File: config.mk
export PLATFORM = sky130hd
export DESIGN_NAME = mem_access_stage
export DESIGN_NICKNAME = d
export VERILOG_FILES = /design/src/rtl/mem_pkg.sv /design/src/rtl/load_align.sv /design/src/rtl/mem_access_stage.sv
export SDC_FILE = /design/constraint.sdc
export NUM_CORES = 1
export LEC_CHECK = 0
export CAP_MARGIN = 10
export CORE_MARGIN = 2
export CORE_UTILIZATION = 43
export DETAILED_ROUTE_END_ITERATION = 8
export GPL_ROUTABILITY_DRIVEN = 0
export PLACE_DENSITY = 0.95
export SLEW_MARGIN = 5
export SYNTH_ARGS = -nofsm -noshare
export SYNTH_HDL_FRONTEND = slang
export SYNTH_SLANG_ARGS = --single-unit
File: constraint.sdc
create_clock -name clk -period 6.35 [get_ports clk]
set_input_delay 1.905 -clock clk [delete_from_list [all_inputs] [get_ports clk]]
set_output_delay 1.905 -clock clk [all_outputs]
set_load 0.005 [all_outputs]
File: src/rtl/mem_pkg.sv
// mem_pkg
// Shared definitions for the MEM stage: the data-memory handshake FSM states,
// the funct3 size/sign encodings for loads and stores, and the byte-strobe width.
package mem_pkg;

  typedef enum logic [1:0] {
    IDLE = 2'd0,
    REQ  = 2'd1,
    RESP = 2'd2
  } state_t;

  localparam logic [2:0] F3_B  = 3'b000;
  localparam logic [2:0] F3_H  = 3'b001;
  localparam logic [2:0] F3_W  = 3'b010;
  localparam logic [2:0] F3_BU = 3'b100;
  localparam logic [2:0] F3_HU = 3'b101;

  localparam int STRB_W = 4;

endpackage

File: src/rtl/load_align.sv
// load_align
// Combinational load data aligner. Picks the addressed byte or halfword out of
// the returned memory word and sign- or zero-extends it according to funct3.
// Halfwords are selected by addr_lo[1] only; addr_lo[0] is ignored for them.
// Ports:
//   rdata   in  32  raw word from data memory
//   addr_lo in  2   byte offset latched when the request was issued
//   funct3  in  3   load size/sign (B, H, W, BU, HU)
//   result  out 32  aligned and extended load value
module load_align
  import mem_pkg::*;
(
  input  logic [31:0] rdata,
  input  logic [1:0]  addr_lo,
  input  logic [2:0]  funct3,
  output logic [31:0] result
);

  logic [7:0]  byte_sel;
  logic [15:0] half_sel;

  always_comb begin
    byte_sel = rdata[8*addr_lo +: 8];
    half_sel = addr_lo[1] ? rdata[31:16] : rdata[15:0];
  end

  always_comb begin
    result = rdata;
    case (funct3)
      F3_B:    result = {{24{byte_sel[7]}}, byte_sel};
      F3_H:    result = {{16{half_sel[15]}}, half_sel};
      F3_BU:   result = {24'b0, byte_sel};
      F3_HU:   result = {16'b0, half_sel};
      default: result = rdata;
    endcase
  end

endmodule

File: src/rtl/mem_access_stage.sv
// mem_access_stage
// MEM stage of the 5-stage RV32I core. Each load/store runs one data-memory
// transaction over a req/gnt/rvalid handshake while DM_busy holds the pipeline;
// non-memory instructions pass ex_alu_out straight through with no stall.
// Optional feature macro: MEM_MISALIGN_CHECK_EN (flags misaligned H/HU/W
// accesses, suppresses their request and writeback). When undefined, low
// address bits that do not fit the access size are silently dropped.
// Ports:
//   clk, rst                 clock, synchronous active-high reset
//   ex_valid, ex_mem_read, ex_mem_write, ex_funct3, ex_alu_out, ex_wdata,
//   ex_reg_write, ex_rd      instruction from EX/MEM
//   dm_req, dm_we, dm_addr, dm_wstrb, dm_wdata   request to data memory
//   dm_gnt, dm_rvalid, dm_rdata                  grant / response from memory
//   DM_busy                  pipeline stall
//   MEM_WB_RegWrite, MEM_WB_Rd, WB_RegData_in    writeback register inputs
//   misalign                 misaligned-access pulse
module mem_access_stage
  import mem_pkg::*;
(
  input  logic                clk,
  input  logic                rst,
  input  logic                ex_valid,
  input  logic                ex_mem_read,
  input  logic                ex_mem_write,
  input  logic [2:0]          ex_funct3,
  input  logic [31:0]         ex_alu_out,
  input  logic [31:0]         ex_wdata,
  input  logic                ex_reg_write,
  input  logic [4:0]          ex_rd,
  output logic                dm_req,
  output logic                dm_we,
  output logic [31:0]         dm_addr,
  output logic [STRB_W-1:0]   dm_wstrb,
  output logic [31:0]         dm_wdata,
  input  logic                dm_gnt,
  input  logic                dm_rvalid,
  input  logic [31:0]         dm_rdata,
  output logic                DM_busy,
  output logic                MEM_WB_RegWrite,
  output logic [4:0]          MEM_WB_Rd,
  output logic [31:0]         WB_RegData_in,
  output logic                misalign
);

  state_t            state;
  logic              access;
  logic              start;
  logic [1:0]        addr_lo;
  logic [STRB_W-1:0] strb_next;
  logic [31:0]       wdata_next;
  logic [1:0]        addr_lo_q;
  logic [2:0]        funct3_q;
  logic              load_q;
  logic [31:0]       load_data;

  assign addr_lo = ex_alu_out[1:0];
  assign access  = ex_valid & (ex_mem_read | ex_mem_write);

`ifdef MEM_MISALIGN_CHECK_EN
  // Only a fresh access in IDLE can be flagged; suppressed while in reset.
  assign misalign = ~rst && (state == IDLE) && access &&
                    (((ex_funct3[1:0] == 2'b01) && addr_lo[0]) ||
                     ((ex_funct3[1:0] == 2'b10) && (addr_lo != 2'b00)));
`else
  assign misalign = 1'b0;
`endif

  assign start = (state == IDLE) & access & ~misalign;

  // Lane placement for stores: replicate the datum across the word and let the
  // strobe pick the lanes. Loads carry an all-zero strobe and zero data.
  always_comb begin
    strb_next  = '0;
    wdata_next = '0;
    if (ex_mem_write) begin
      case (ex_funct3[1:0])
        2'b00: begin
          strb_next  = 4'b0001 << addr_lo;
          wdata_next = {4{ex_wdata[7:0]}};
        end
        2'b01: begin
          strb_next  = 4'b0011 << {addr_lo[1], 1'b0};
          wdata_next = {2{ex_wdata[15:0]}};
        end
        default: begin
          strb_next  = 4'b1111;
          wdata_next = ex_wdata;
        end
      endcase
    end
  end

  // Handshake FSM. Request fields are captured on entry to REQ so they stay
  // stable until the grant; the byte offset and funct3 are kept for alignment
  // of the response, since dm_addr has its low bits cleared.
  always_ff @(posedge clk) begin
    if (rst) begin
      state     <= IDLE;
      dm_we     <= 1'b0;
      dm_addr   <= '0;
      dm_wstrb  <= '0;
      dm_wdata  <= '0;
      addr_lo_q <= '0;
      funct3_q  <= '0;
      load_q    <= 1'b0;
    end else begin
      case (state)
        IDLE: begin
          if (start) begin
            dm_we     <= ex_mem_write;
            dm_addr   <= {ex_alu_out[31:2], 2'b00};
            dm_wstrb  <= strb_next;
            dm_wdata  <= wdata_next;
            addr_lo_q <= addr_lo;
            funct3_q  <= ex_funct3;
            load_q    <= ex_mem_read;
            state     <= REQ;
          end
        end
        REQ: begin
          if (dm_gnt) state <= RESP;
        end
        RESP: begin
          if (dm_rvalid) state <= IDLE;
        end
        default: state <= IDLE;
      endcase
    end
  end

  assign dm_req = (state == REQ);

  assign DM_busy = start | (state == REQ) | ((state == RESP) & ~dm_rvalid);

  load_align u_load_align (
    .rdata   (dm_rdata),
    .addr_lo (addr_lo_q),
    .funct3  (funct3_q),
    .result  (load_data)
  );

  assign WB_RegData_in   = ((state == RESP) && dm_rvalid && load_q) ? load_data : ex_alu_out;
  assign MEM_WB_RegWrite = ex_valid & ex_reg_write & ~misalign;
  assign MEM_WB_Rd       = ex_rd;

endmodule

# Word level (Yosys, flattened, before mapping)
# Index checks and enable logic that the tools add are counted.
[op_classes]
n_mux = 11
n_reduce_logical = 7
n_shift = 3
n_eq_ne = 9
n_bitwise = 8
[ops]
columns = ["cell", "count"]
rows = [
  ["case mux 32 bit (4 select lines)", 1],
  ["two-way mux 32 bit", 2],
  ["case mux 32 bit (2 select lines)", 1],
  ["variable part select 32 x 6 -> 8 bit", 1],
  ["two-way mux 16 bit", 1],
  ["case mux 4 bit (2 select lines)", 1],
  ["== test 3 bit (second input constant)", 2],
  ["two-way mux 2 bit", 3],
  ["case mux 2 bit (3 select lines)", 1],
  ["bitwise AND 1 bit", 4],
  ["== test 2 x 1 -> 1 bit (second input constant)", 2],
  ["zero test 2 bit", 2],
  ["two-way mux 4 bit", 1],
  ["!= test 2 bit (second input constant)", 2],
  ["<< shifter 1 x 2 -> 4 bit (first input constant)", 1],
  ["<< shifter 2 x 2 -> 4 bit (first input constant)", 1],
  ["== test 3 x 1 -> 1 bit (second input constant)", 1],
  ["zero test 3 bit", 1],
  ["bitwise OR 1 bit", 3],
  ["AND reduction 3 bit", 1],
  ["== test 2 bit (second input constant)", 1],
  ["logical AND 1 bit", 2],
  ["!= test 2 x 1 -> 1 bit (second input constant)", 1],
  ["AND reduction 2 bit", 1],
  ["NOT 1 bit", 1],
]
[word_totals]
register_bits = 75
elab_cells = 46
out_inout_bits = 110
in_bits = 112

# Depth between registers and ports, before layout
# Gate-level depths: netlist (run 1).
[depth]
depth_word = 5
ltp_mapped = 6
depth_no_buf = 4

# Cells and area by module
# A second synthesis (run 1) with hierarchy kept.
[hier_totals]
hier_cells = 518
area_unflattened_um2 = 4366.7
[by_module_without_submodules]
columns = ["module", "area_per_inst_um2", "n_inst", "cells_each", "seq_area_each_um2"]
rows = [
  ["mem_access_stage", 3606.0, 1, 400, 1501.4],
  ["load_align", 760.7, 1, 118, 0.0],
]

# Worst setup path after synthesis (run 1)
# Ideal clock, no wire load.
[synth_timing]
kind = "input to output"
from = "input dm_rdata[15]"
to = "output WB_RegData_in[21]"
t_arrival_ps = 2748
slack_ps = 1697
path_buffers = 1
path_stages = 5
path_cell_list = "mux2_4 > and2_4 > o21ai_4 > buf_6 > nand3_1"
[synth_via]
elab_chain_cells = 3
[synth_rtl]
columns = ["item", "line_no", "rtl"]
rows = [
  ["start, declared", "mem_access_stage.sv:37", "input logic [31:0] dm_rdata,"],
  ["variable part select 32 x 6 -> 8 bit or two-way mux 16 bit (tied branches)", "load_align.sv:23, load_align.sv:24", ""],
  ["case mux 32 bit (4 select lines) (*)", "load_align.sv:29", "case (funct3)"],
  ["two-way mux 32 bit (*)", "mem_access_stage.sv:142", "assign WB_RegData_in = ((state == RESP) && dm_rvalid && load_q) ? load_data : ex_alu_out;"],
  ["end, declared", "mem_access_stage.sv:41", "output logic [31:0] WB_RegData_in,"],
]
# Mark *: on every way between the ends. The rest lies on a longest branch, timed or not.

# Worst setup path after layout (run 1)
[layout_timing]
from = "input dm_rvalid"
to = "output WB_RegData_in[9]"
[layout_via]
elab_chain_cells = 3
[layout_rtl]
columns = ["item", "line_no", "rtl"]
rows = [
  ["start, declared", "mem_access_stage.sv:36", "input logic dm_rvalid,"],
  ["logical AND 1 bit (2 in a row)", "mem_access_stage.sv:142", ""],
  ["two-way mux 32 bit", "mem_access_stage.sv:142", ""],
]
# Every way passes these cells.

==> results_dict.tcl, run 1 <==
set metrics [dict create \
    status "finished clean" \
    relSlewSlack_pct 24.1 \
    ys.flop_type "dfxtp_1" \
    grt_pass1_wl_mm 22.7 \
    p_leak_nw 2.34 \
    synth_top_area_share_pct 36.0 \
    num_antenna_cells 0 \
    cts_buffers 9 \
    cts_tree "done" \
    ys_types 41 \
    holdCritPathClass "reg -> reg" \
    power_density_nw_per_um2 184 \
    drive_gt1_share_pct 7.48 \
    worstMarginPinSlew_ps 1130 \
    dr.pass1.iters 5 \
    clk_path_buf_depth 2 \
    numPlacedInstances 822 \
    final-hold-violation-count 0 \
    ant_nets 0 \
    fin_skew_ps 10.9 \
    post_drt_wl_per_cell_um 18.0 \
    rows 35 \
    placed_area_um2 6170 \
    stdcell_count 838 \
    worstPathRequired_ps 4450 \
    fmax_ghz 0.169 \
    grt_pass1_vias 4509 \
    rsz0062_at_grt "no" \
    io_pins 222 \
    synth_most_common_cell "nand2_1" \
    critPathMostFrequentCell "clkdlybuf4s50_1" \
    dieArea_um2 10500 \
    syn_avg_cell_area_um2 7.91 \
    synth_area_leaders "dfxtp_1 (36%), nand2_1 (10%), a21oi_1 (9.2%)" \
    via_per_inst 5.54 \
    antenna_found_initial 0 \
    crit_buf_inv 2 \
    arrival_ps 4010 \
    coreArea_um2 9330 \
    drt_iter0_drc 216 \
    overflow 0 \
    die_x_um 102 \
    post-cts-setup-buffers 0 \
    wirelength_mm 15.1 \
    whs_ps 457 \
    syn_area_um2 4170 \
    ys_ff_latch 75 \
    ctsHtreeMaxLevel 3 \
    max_stage_delay_ps 580 \
    power_w 0.00117 \
    drc 0 \
    syn_inst 527 \
    clock_latency_ps 340 \
    slowest_stage "a211oi_4" \
    vdd_drop_max_mv 0.117 \
    synth_top_cell_by_area "dfxtp_1" \
    holdBufCountCts 0 \
    numPortBuffers 208 \
    grt_max_degree 58 \
    vias 4645 \
    tns_ps 0 \
    critPathLaunchType "input pin" \
    synth_edf_count 0 \
    area_growth_pct 52.3 \
    critPathKind "in -> out" \
    cts_resized 0 \
    grtUsageTotal_pct 27.8 \
    max-cap-violations 0 \
    layout.nets 816 \
    path_max_fanout 19 \
    initial_core_util_pct 44.7 \
    async_reset_ff_share_pct 0 \
    fin_area_um2 6350 \
    cts_root_buffer "clkbuf_8" \
    path_cells "clkdlybuf4s50_1 -> nand4b_4 -> a211oi_4 -> a21oi_1 -> clkdlybuf4s50_1" \
    ys_top_cells_by_count "nand2_1 (115), a21oi_1 (77), dfxtp_1 (75)" \
    cts.sinks 75 \
    yosysWarnings 0 \
    finalSetupViolCount 0 \
    clkTransAtPathRegs_ps 70 \
    yosysSeqAreaShare_pct 36.0 \
    crit_family "buffers and inverters" \
    die_height_um 102 \
    min_period_ps 5920 \
    final_max_slew_viol_count 0 \
    period_share_pct 93.2 \
    end_kind "primary output" \
    dp_hpwl_mm 11.3 \
]
[path summary, 6_finish.rpt]
kind,start,endpoint,slack (ps),depth (start not counted)
max reg2reg,state[1],dm_wdata[13],3880,7
max,dm_rvalid,WB_RegData_in[9],430,5
min,dm_addr[15],dm_addr[15],460,2
min reg2reg,dm_addr[15],dm_addr[15],460,2
[kinds of logic (layout without fill, tap and decap cells)]
group	count (synthesis)	in the layout	synth area share, %
AND/OR/NAND/NOR	220	220	25.2
AO/OA/AOI/OAI	134	134	20.0
flip-flops	75	75	36.0
buffers and inverters	55	235	8.07
multiplexers	42	42	10.7
other	1	3	0.0899
[metal layers]
| layer | global-route usage [%] | part of all wire, % | wire length (um) |
|---|---|---|---|
| met1 | 30.4 | 37 | 5580 |
| met2 | 48.9 | 49 | 7440 |
| met3 | 10.2 | 11 | 1680 |
| met4 | 10.7 | 2.8 | 418 |
| met5 | 0 | 0 | 0 |
[worst min-delay path, delay by kind of cell (launching register included)]
kind / cells / cell delay [ps]
compound gates: 1 / 50
flops: 1 / 310
simple gates: 1 / 50
[sequential cells by signal (all words and copies together) (netlist names)]
name / flops
addr_lo_q: 2
dm_addr: 30
dm_wdata: 32
dm_we: 1
dm_wstrb: 4
funct3_q: 3
load_q: 1
state: 2
[placed cells by master (no fill, tap or decap), types with 2 or more instances in the layout]
cell             count
clkdlybuf4s50_1    207
mux2_2              15
conb_1               3
nand3_1             48
mux2i_1             26
nor3b_1              6
a21oi_1             77
and2_1               8
buf_4                7
nand2b_1             4
a2bb2oi_1            7
inv_1                3
dfxtp_1             75
o21ai_0             14
o221ai_1             2
nand3b_1            10
clkinvlp_4           2
nor3b_2              2
o2bb2ai_1           20
clkbuf_8            10
o21ai_4              2
nor2_1              17
or2_2                2
nand2_1            115
a31oi_1              7
[area by class of cell]
cell class                 count  area [um^2]
clock inverter                 5         37.5
multi-input combinational    399         2350
tap                          129          161
fill                         740         2980
clock buffer                  11          141
inverter                       3         11.3
sequential                    75         1500
timing repair buffer         216         2150
[per-stage QoR]
stage	setup WS [ps]	utilization [%]
6_report	432	68.1
5_1_grt	375	68.1
4_1_cts	440	68.1
3_5_place_dp	441	66.1
3_3_place_gp	468	66.1
2_1_floorplan	1700	-
[power by group]
group	internal (W)	switching (W)	leakage [nW]
sequential	0.000497	0.0000211	0.613
clock	0.000154	0.000185	0.0859
combinational	0.000175	0.000133	1.64
total	0.000827	0.000340	2.34
Note: power is estimated with default switching activity, not from simulation.
==> run 2: changes to the inputs <==
- CAP_MARGIN: 10 -> unset
==> results of run 2 <==
Final layout, timing and power as in run 1 (identical DEF).
==> run 3: changes to the inputs <==
- ABC_CLOCK_PERIOD_IN_PS: unset -> 6350
==> results of run 3 <==
Final layout, timing and power as in run 1 (identical DEF).
